==> src/rtl/axi_arbiter_n.sv <==
// N-manager to 1-subordinate AXI4 arbiter: one transaction in flight at a time,
// round-robin or fixed-priority selection, with the manager index prepended to IDs.
module axi_arbiter_n #(
    parameter int NUM_MGR      = 3,
    parameter int ADDR_W       = 32,
    parameter int DATA_W       = 32,
    parameter int ID_W         = 4,
    parameter int MODE         = 0,
    parameter int STARVE_LIMIT = 4,
    localparam int MGR_W  = (NUM_MGR > 2) ? $clog2(NUM_MGR) : 1,
    localparam int SID_W  = ID_W + MGR_W,
    localparam int STRB_W = DATA_W / 8
) (
    input  logic                      clk_i,
    input  logic                      nrst_i,
    input  logic [NUM_MGR-1:0]        m_arvalid_i,
    output logic [NUM_MGR-1:0]        m_arready_o,
    input  logic [NUM_MGR*ADDR_W-1:0] m_araddr_i,
    input  logic [NUM_MGR*ID_W-1:0]   m_arid_i,
    input  logic [NUM_MGR*8-1:0]      m_arlen_i,
    output logic [NUM_MGR-1:0]        m_rvalid_o,
    input  logic [NUM_MGR-1:0]        m_rready_i,
    output logic [DATA_W-1:0]         m_rdata_o,
    output logic [ID_W-1:0]           m_rid_o,
    output logic [1:0]                m_rresp_o,
    output logic                      m_rlast_o,
    input  logic [NUM_MGR-1:0]        m_awvalid_i,
    output logic [NUM_MGR-1:0]        m_awready_o,
    input  logic [NUM_MGR*ADDR_W-1:0] m_awaddr_i,
    input  logic [NUM_MGR*ID_W-1:0]   m_awid_i,
    input  logic [NUM_MGR*8-1:0]      m_awlen_i,
    input  logic [NUM_MGR-1:0]        m_wvalid_i,
    output logic [NUM_MGR-1:0]        m_wready_o,
    input  logic [NUM_MGR*DATA_W-1:0] m_wdata_i,
    input  logic [NUM_MGR*STRB_W-1:0] m_wstrb_i,
    input  logic [NUM_MGR-1:0]        m_wlast_i,
    output logic [NUM_MGR-1:0]        m_bvalid_o,
    input  logic [NUM_MGR-1:0]        m_bready_i,
    output logic [ID_W-1:0]           m_bid_o,
    output logic [1:0]                m_bresp_o,
    output logic                      s_arvalid_o,
    input  logic                      s_arready_i,
    output logic [ADDR_W-1:0]         s_araddr_o,
    output logic [SID_W-1:0]          s_arid_o,
    output logic [7:0]                s_arlen_o,
    input  logic                      s_rvalid_i,
    output logic                      s_rready_o,
    input  logic [DATA_W-1:0]         s_rdata_i,
    input  logic [SID_W-1:0]          s_rid_i,
    input  logic [1:0]                s_rresp_i,
    input  logic                      s_rlast_i,
    output logic                      s_awvalid_o,
    input  logic                      s_awready_i,
    output logic [ADDR_W-1:0]         s_awaddr_o,
    output logic [SID_W-1:0]          s_awid_o,
    output logic [7:0]                s_awlen_o,
    output logic                      s_wvalid_o,
    input  logic                      s_wready_i,
    output logic [DATA_W-1:0]         s_wdata_o,
    output logic [STRB_W-1:0]         s_wstrb_o,
    output logic                      s_wlast_o,
    input  logic                      s_bvalid_i,
    output logic                      s_bready_o,
    input  logic [SID_W-1:0]          s_bid_i,
    input  logic [1:0]                s_bresp_i,
    output logic [NUM_MGR-1:0]        grant_o,
    output logic                      busy_o
);

    typedef enum logic [2:0] {IDLE, RADDR, RDATA, WADDR, WDATA, WRESP} state_e;

    localparam int CNT_W = (STARVE_LIMIT > 0) ? $clog2(STARVE_LIMIT + 1) : 1;
    localparam logic [CNT_W-1:0] LIMIT = CNT_W'(STARVE_LIMIT);

    state_e             state_q, state_d;
    logic [MGR_W-1:0]   gidx_q, gidx_d, ptr_q, ptr_d, win;
    logic [CNT_W-1:0]   starve_q [NUM_MGR];
    logic [CNT_W-1:0]   starve_d [NUM_MGR];
    logic [NUM_MGR-1:0] req, gsel;
    logic               found;

    assign req     = m_arvalid_i | m_awvalid_i;
    assign gsel    = NUM_MGR'(1) << gidx_q;
    assign grant_o = (state_q == IDLE) ? '0 : gsel;
    assign busy_o  = (state_q != IDLE);

    // A starved manager only wins while it is still requesting.
    always_comb begin
        found = 1'b0;
        win   = '0;
        if (MODE == 0) begin
            for (int k = 1; k <= NUM_MGR; k++) begin
                if (!found && req[(int'(ptr_q) + k) % NUM_MGR]) begin
                    found = 1'b1;
                    win   = MGR_W'((int'(ptr_q) + k) % NUM_MGR);
                end
            end
        end else begin
            for (int i = 0; i < NUM_MGR; i++) begin
                if (!found && req[i] && starve_q[i] == LIMIT) begin
                    found = 1'b1;
                    win   = MGR_W'(i);
                end
            end
            for (int i = 0; i < NUM_MGR; i++) begin
                if (!found && req[i]) begin
                    found = 1'b1;
                    win   = MGR_W'(i);
                end
            end
        end
    end

    always_ff @(posedge clk_i or negedge nrst_i) begin
        if (!nrst_i) begin
            state_q <= IDLE;
            gidx_q  <= '0;
            ptr_q   <= MGR_W'(NUM_MGR - 1);
            for (int i = 0; i < NUM_MGR; i++) starve_q[i] <= '0;
        end else begin
            state_q  <= state_d;
            gidx_q   <= gidx_d;
            ptr_q    <= ptr_d;
            starve_q <= starve_d;
        end
    end

    always_comb begin
        state_d  = state_q;
        gidx_d   = gidx_q;
        ptr_d    = ptr_q;
        starve_d = starve_q;
        case (state_q)
            IDLE: begin
                if (found) begin
                    gidx_d  = win;
                    state_d = m_arvalid_i[win] ? RADDR : WADDR;
                    if (MODE == 0) begin
                        ptr_d = win;
                    end else begin
                        for (int i = 0; i < NUM_MGR; i++) begin
                            if (MGR_W'(i) == win)
                                starve_d[i] = '0;
                            else if (req[i] && starve_q[i] != LIMIT)
                                starve_d[i] = starve_q[i] + 1'b1;
                        end
                    end
                end
            end
            RADDR: if (m_arvalid_i[gidx_q] && s_arready_i) state_d = RDATA;
            RDATA: if (s_rvalid_i && m_rready_i[gidx_q] && s_rlast_i) state_d = IDLE;
            WADDR: if (m_awvalid_i[gidx_q] && s_awready_i) state_d = WDATA;
            WDATA: if (m_wvalid_i[gidx_q] && s_wready_i && m_wlast_i[gidx_q]) state_d = WRESP;
            WRESP: if (s_bvalid_i && m_bready_i[gidx_q]) state_d = IDLE;
            default: state_d = IDLE;
        endcase
    end

    // Routing follows the latched grantee; the index field of s_rid/s_bid is not consulted.
    always_comb begin
        m_arready_o = '0;
        m_rvalid_o  = '0;
        m_rdata_o   = '0;
        m_rid_o     = '0;
        m_rresp_o   = '0;
        m_rlast_o   = 1'b0;
        m_awready_o = '0;
        m_wready_o  = '0;
        m_bvalid_o  = '0;
        m_bid_o     = '0;
        m_bresp_o   = '0;
        s_arvalid_o = 1'b0;
        s_araddr_o  = '0;
        s_arid_o    = '0;
        s_arlen_o   = '0;
        s_rready_o  = 1'b0;
        s_awvalid_o = 1'b0;
        s_awaddr_o  = '0;
        s_awid_o    = '0;
        s_awlen_o   = '0;
        s_wvalid_o  = 1'b0;
        s_wdata_o   = '0;
        s_wstrb_o   = '0;
        s_wlast_o   = 1'b0;
        s_bready_o  = 1'b0;
        case (state_q)
            RADDR: begin
                s_arvalid_o = m_arvalid_i[gidx_q];
                s_araddr_o  = m_araddr_i[gidx_q*ADDR_W +: ADDR_W];
                s_arid_o    = {gidx_q, m_arid_i[gidx_q*ID_W +: ID_W]};
                s_arlen_o   = m_arlen_i[gidx_q*8 +: 8];
                m_arready_o = gsel & {NUM_MGR{s_arready_i}};
            end
            RDATA: begin
                m_rvalid_o = gsel & {NUM_MGR{s_rvalid_i}};
                s_rready_o = m_rready_i[gidx_q];
                m_rdata_o  = s_rdata_i;
                m_rid_o    = s_rid_i[ID_W-1:0];
                m_rresp_o  = s_rresp_i;
                m_rlast_o  = s_rlast_i;
            end
            WADDR: begin
                s_awvalid_o = m_awvalid_i[gidx_q];
                s_awaddr_o  = m_awaddr_i[gidx_q*ADDR_W +: ADDR_W];
                s_awid_o    = {gidx_q, m_awid_i[gidx_q*ID_W +: ID_W]};
                s_awlen_o   = m_awlen_i[gidx_q*8 +: 8];
                m_awready_o = gsel & {NUM_MGR{s_awready_i}};
            end
            WDATA: begin
                s_wvalid_o = m_wvalid_i[gidx_q];
                s_wdata_o  = m_wdata_i[gidx_q*DATA_W +: DATA_W];
                s_wstrb_o  = m_wstrb_i[gidx_q*STRB_W +: STRB_W];
                s_wlast_o  = m_wlast_i[gidx_q];
                m_wready_o = gsel & {NUM_MGR{s_wready_i}};
            end
            WRESP: begin
                m_bvalid_o = gsel & {NUM_MGR{s_bvalid_i}};
                s_bready_o = m_bready_i[gidx_q];
                m_bid_o    = s_bid_i[ID_W-1:0];
                m_bresp_o  = s_bresp_i;
            end
            default: ;
        endcase
    end

endmodule

==> config.mk <==
export PLATFORM = sky130hd
export DESIGN_NAME = axi_arbiter_n
export DESIGN_NICKNAME = d
export VERILOG_FILES = /design/src/rtl/axi_arbiter_n.sv
export SDC_FILE = /design/constraint.sdc
export NUM_CORES = 1
export LEC_CHECK = 0
export BUFFER_PORTS_ARGS = -buffer_cell sky130_fd_sc_hd__buf_2
export CAP_MARGIN = 5
export CORE_AREA = 2 2 247 249
export DETAILED_ROUTE_END_ITERATION = 6
export DIE_AREA = 0 0 249 251
export REMOVE_ABC_BUFFERS = 1
export SLEW_MARGIN = 15
export SYNTH_ARGS = -nofsm -noshare
export SYNTH_HDL_FRONTEND = slang
export SYNTH_SLANG_ARGS = --single-unit
==> constraint.sdc <==
create_clock -name clk_i -period 2.35 [get_ports clk_i]
set_clock_uncertainty 0.05 [all_clocks]
set_input_delay 0 -clock clk_i [delete_from_list [all_inputs] [get_ports clk_i]]
set_output_delay 0 -clock clk_i [all_outputs]
set_load 0.02 [all_outputs]
==> flow_metrics.tcl <==
set metrics [dict create \
    power_uw 8330 \
    post-route-drc-count 0 \
    hold_path_class "primary input to asynchronous set/reset pin" \
    critPathMostFrequentCell "buf_4" \
    gp_congestion 0.807 \
    required_ns 2.41 \
    fp.dieArea_um2 62500 \
    grt_pass1_vias 7221 \
    outcome "finished, final reports clean" \
    worst_pin_slew_ns 0.647 \
    max_stage_delay_ns 0.47 \
    cp_slowest_cell "dfrtp_4" \
    fin_crit_ns 2.23 \
    grt_max_degree 66 \
    routed_wl_um 28700 \
    initial_utilization 0.0715 \
    io-pin-count 644 \
    synth-seq-cells 6 \
    area_growth_pct 102 \
    cts_tree "done" \
    synth_warnings 0 \
    clockBufferDepth 2 \
    critical_path_arrival_ns 2.29 \
    drive_gt1_frac 0.520 \
    cts_htree_levels 1 \
    ys_seq_area_frac 0.0354 \
    rows 90 \
    yosysTopAreaCell "mux2i_1" \
    drt_iter0_drc 435 \
    p_per_area_nw_per_um2 964 \
    track_usage 0.0828 \
    setup-violations-final 0 \
    min_period_over_period 0.950 \
    die_height_um 251 \
    layout.cells.non_filler 2132 \
    dp_hpwl_um 24300 \
    relSlewSlack 0.569 \
    ys_types 46 \
    synthAdderAreaFrac 0.0117 \
    clock_latency_ns 0.23 \
    core_area_um2 59800 \
    wire_per_inst_um 13.5 \
    num_vias 7592 \
    clock.fmax_ghz 0.448 \
    synth_cells 740 \
    critical_path_peak_fanout 5 \
    die_w_um 249 \
    rsz0062_at_grt "true" \
    ant_nets 0 \
    cts_root_buffer "clkbuf_16" \
    antenna_found_initial 3 \
    finalMaxSlewViolations 0 \
    clk_pin_slew_ns 0.04 \
    grt-ovfl-total 0 \
    ir_worst_vdd_uv 721 \
    synth_compound_gate_area_share 0.195 \
    synth_xor_area_frac 0 \
    r2r-start "gidx_q[0]" \
    synthSimpleGateAreaFrac 0.373 \
    async_flop_share 1.00 \
    portBuffers 639 \
    numCtsBuffers 3 \
    firstDrtPassIters 5 \
    p_leak_uw 0.00482 \
    synthMuxAreaShare 0.307 \
    synth_top_family_by_area "simple AND/OR/NAND/NOR gates" \
    synth_edf_count 0 \
    final_nets 1795 \
    syn_area_um2 4280 \
    max-cap-violations 0 \
    crit_start "gidx_q[0]" \
    grt_pass1_wl_um 40700 \
    cts_sinks 6 \
    path_class "register to register" \
    yosysTopAreaCellShare 0.304 \
    path_cells "buf_4 -> buf_4 -> ha_1 -> nor3_1 -> a211oi_2 -> nor2_2 -> a31oi_1 -> nand3_1 -> mux2_4" \
    synth.avg_cell_area_um2 5.78 \
    hold_viol 0 \
    end_kind "register" \
    place_inst 2120 \
    routed_via_density 3.56 \
    synthFlopType "dfrtp_1" \
    start_kind "register" \
    synthTopCellsByArea "mux2i_1 30%, nor2_1 24%, a21oi_1 15%" \
]
[Yosys cell counts (all sizes together), types with 4 or more instances]
cell type and instances:
nor2 275, mux2i 130, a21oi 128, and2 46
buf 38, clkbuf 30, nand2 10, inv 9
nor3 8, a31oi 6, dfrtp 5, nor2b 5
o21ai 5, or2 5, ha 4, nand3 4
[where the power goes]
| part | internal (uW) | switching (uW) |
|---|---|---|
| clock | 225 | 60.4 |
| sequential | 178 | 85.5 |
| combinational | 3020 | 4760 |
[registers in the layout, summed over array words and instances, names as in the netlist]
| name | flops |
|---|---|
| gidx_q | 2 |
| ptr_q | 1 |
| state_q | 3 |
[final cells by class]
| cell class | count | area, um^2 |
|---|---|---|
| diodes | 6 | 15.0 |
| inverters | 9 | 33.8 |
| multi-input cells | 657 | 3880 |
| repair buffers | 668 | 3480 |
| clock buffers | 4 | 78.8 |
| well taps | 782 | 978 |
| fillers | 6968 | 51200 |
| flip-flops and latches | 6 | 159 |
[kinds of logic after synthesis]
group / Yosys count
and+or+nand+nor: 367
AOI/OAI and AO/OA: 155
muxes: 131
buffers and inverters: 77
DFF: 6
adders and majority gates: 4
[per-layer routing]
layer | up-vias | track usage | part of all wire
met2 | 449 | 0.148 | 0.48
met1 | 3389 | 0.101 | 0.41
met5 | - | 0 | 0.00042
met3 | 36 | 0.0137 | 0.078
met4 | 2 | 0.0239 | 0.027
li1 | 3716 | - | -
[timing repair]
action	CTS	global route
gates cloned	0	0
endpoints found under the hold margin	6	0
buffers inserted	0	1
pin swaps	0	4
endpoints found under the setup margin	1	11
gates resized for setup	1	18
hold buffers	1	0
[path summary, 6_finish.rpt]
check / slack, ns / cells past startpoint / end
min in group clk_i: 0.20 / 5 / state_q[0]
hold reg to reg: 0.53 / 1 / ptr_q[1]
max in group asynchronous: 1.94 / 2 / ptr_q[1]
setup / recovery: 0.12 / 9 / state_q[1]
hold / removal: 0.08 / 2 / state_q[2]
setup reg to reg: 0.12 / 9 / state_q[1]
[critical path: cells and delay by family (launching register included)]
family	cells	cell delay, ns
flip-flops	1	0.47
AND/OR/NAND/NOR	3	0.53
buffers and inverters	2	0.30
adder cells (fa/ha/maj)	1	0.26
AO/OA/AOI/OAI	2	0.20
multiplexers	1	0.31
[stage by stage]
stage	hold WS, ns	setup WS [ns]	cell area, um^2	TNS, ns	utilization
2_1_floorplan	-0.346	-4.63	3980	-587.92	-
3_3_place_gp	-0.215	-0.0438	8440	-0.0438	0.141
3_5_place_dp	-0.212	-0.0271	8440	-0.0271	0.141
4_1_cts	0.0840	0.00615	8530	0	0.143
5_1_grt	0.0916	-0.0300	8620	-0.0483	0.144
6_report	0.0794	0.118	8630	0	0.144
[layout by cell type (no fill, tap or decap), types with 3 or more instances in the layout]
cell         n
clkbuf_16    3
a31oi_1      6
inv_1        7
nor2b_1      4
mux2i_1    130
buf_12       5
diode_2      6
dfrtp_1      3
o21ai_0      5
and2_1      45
nor2_1     273
a21oi_1    128
nand2_1      9
buf_2      639
nor3_1       6
nand3_1      4
or2_2        4
buf_4       22
Note: power is estimated with default switching activity, not from simulation.
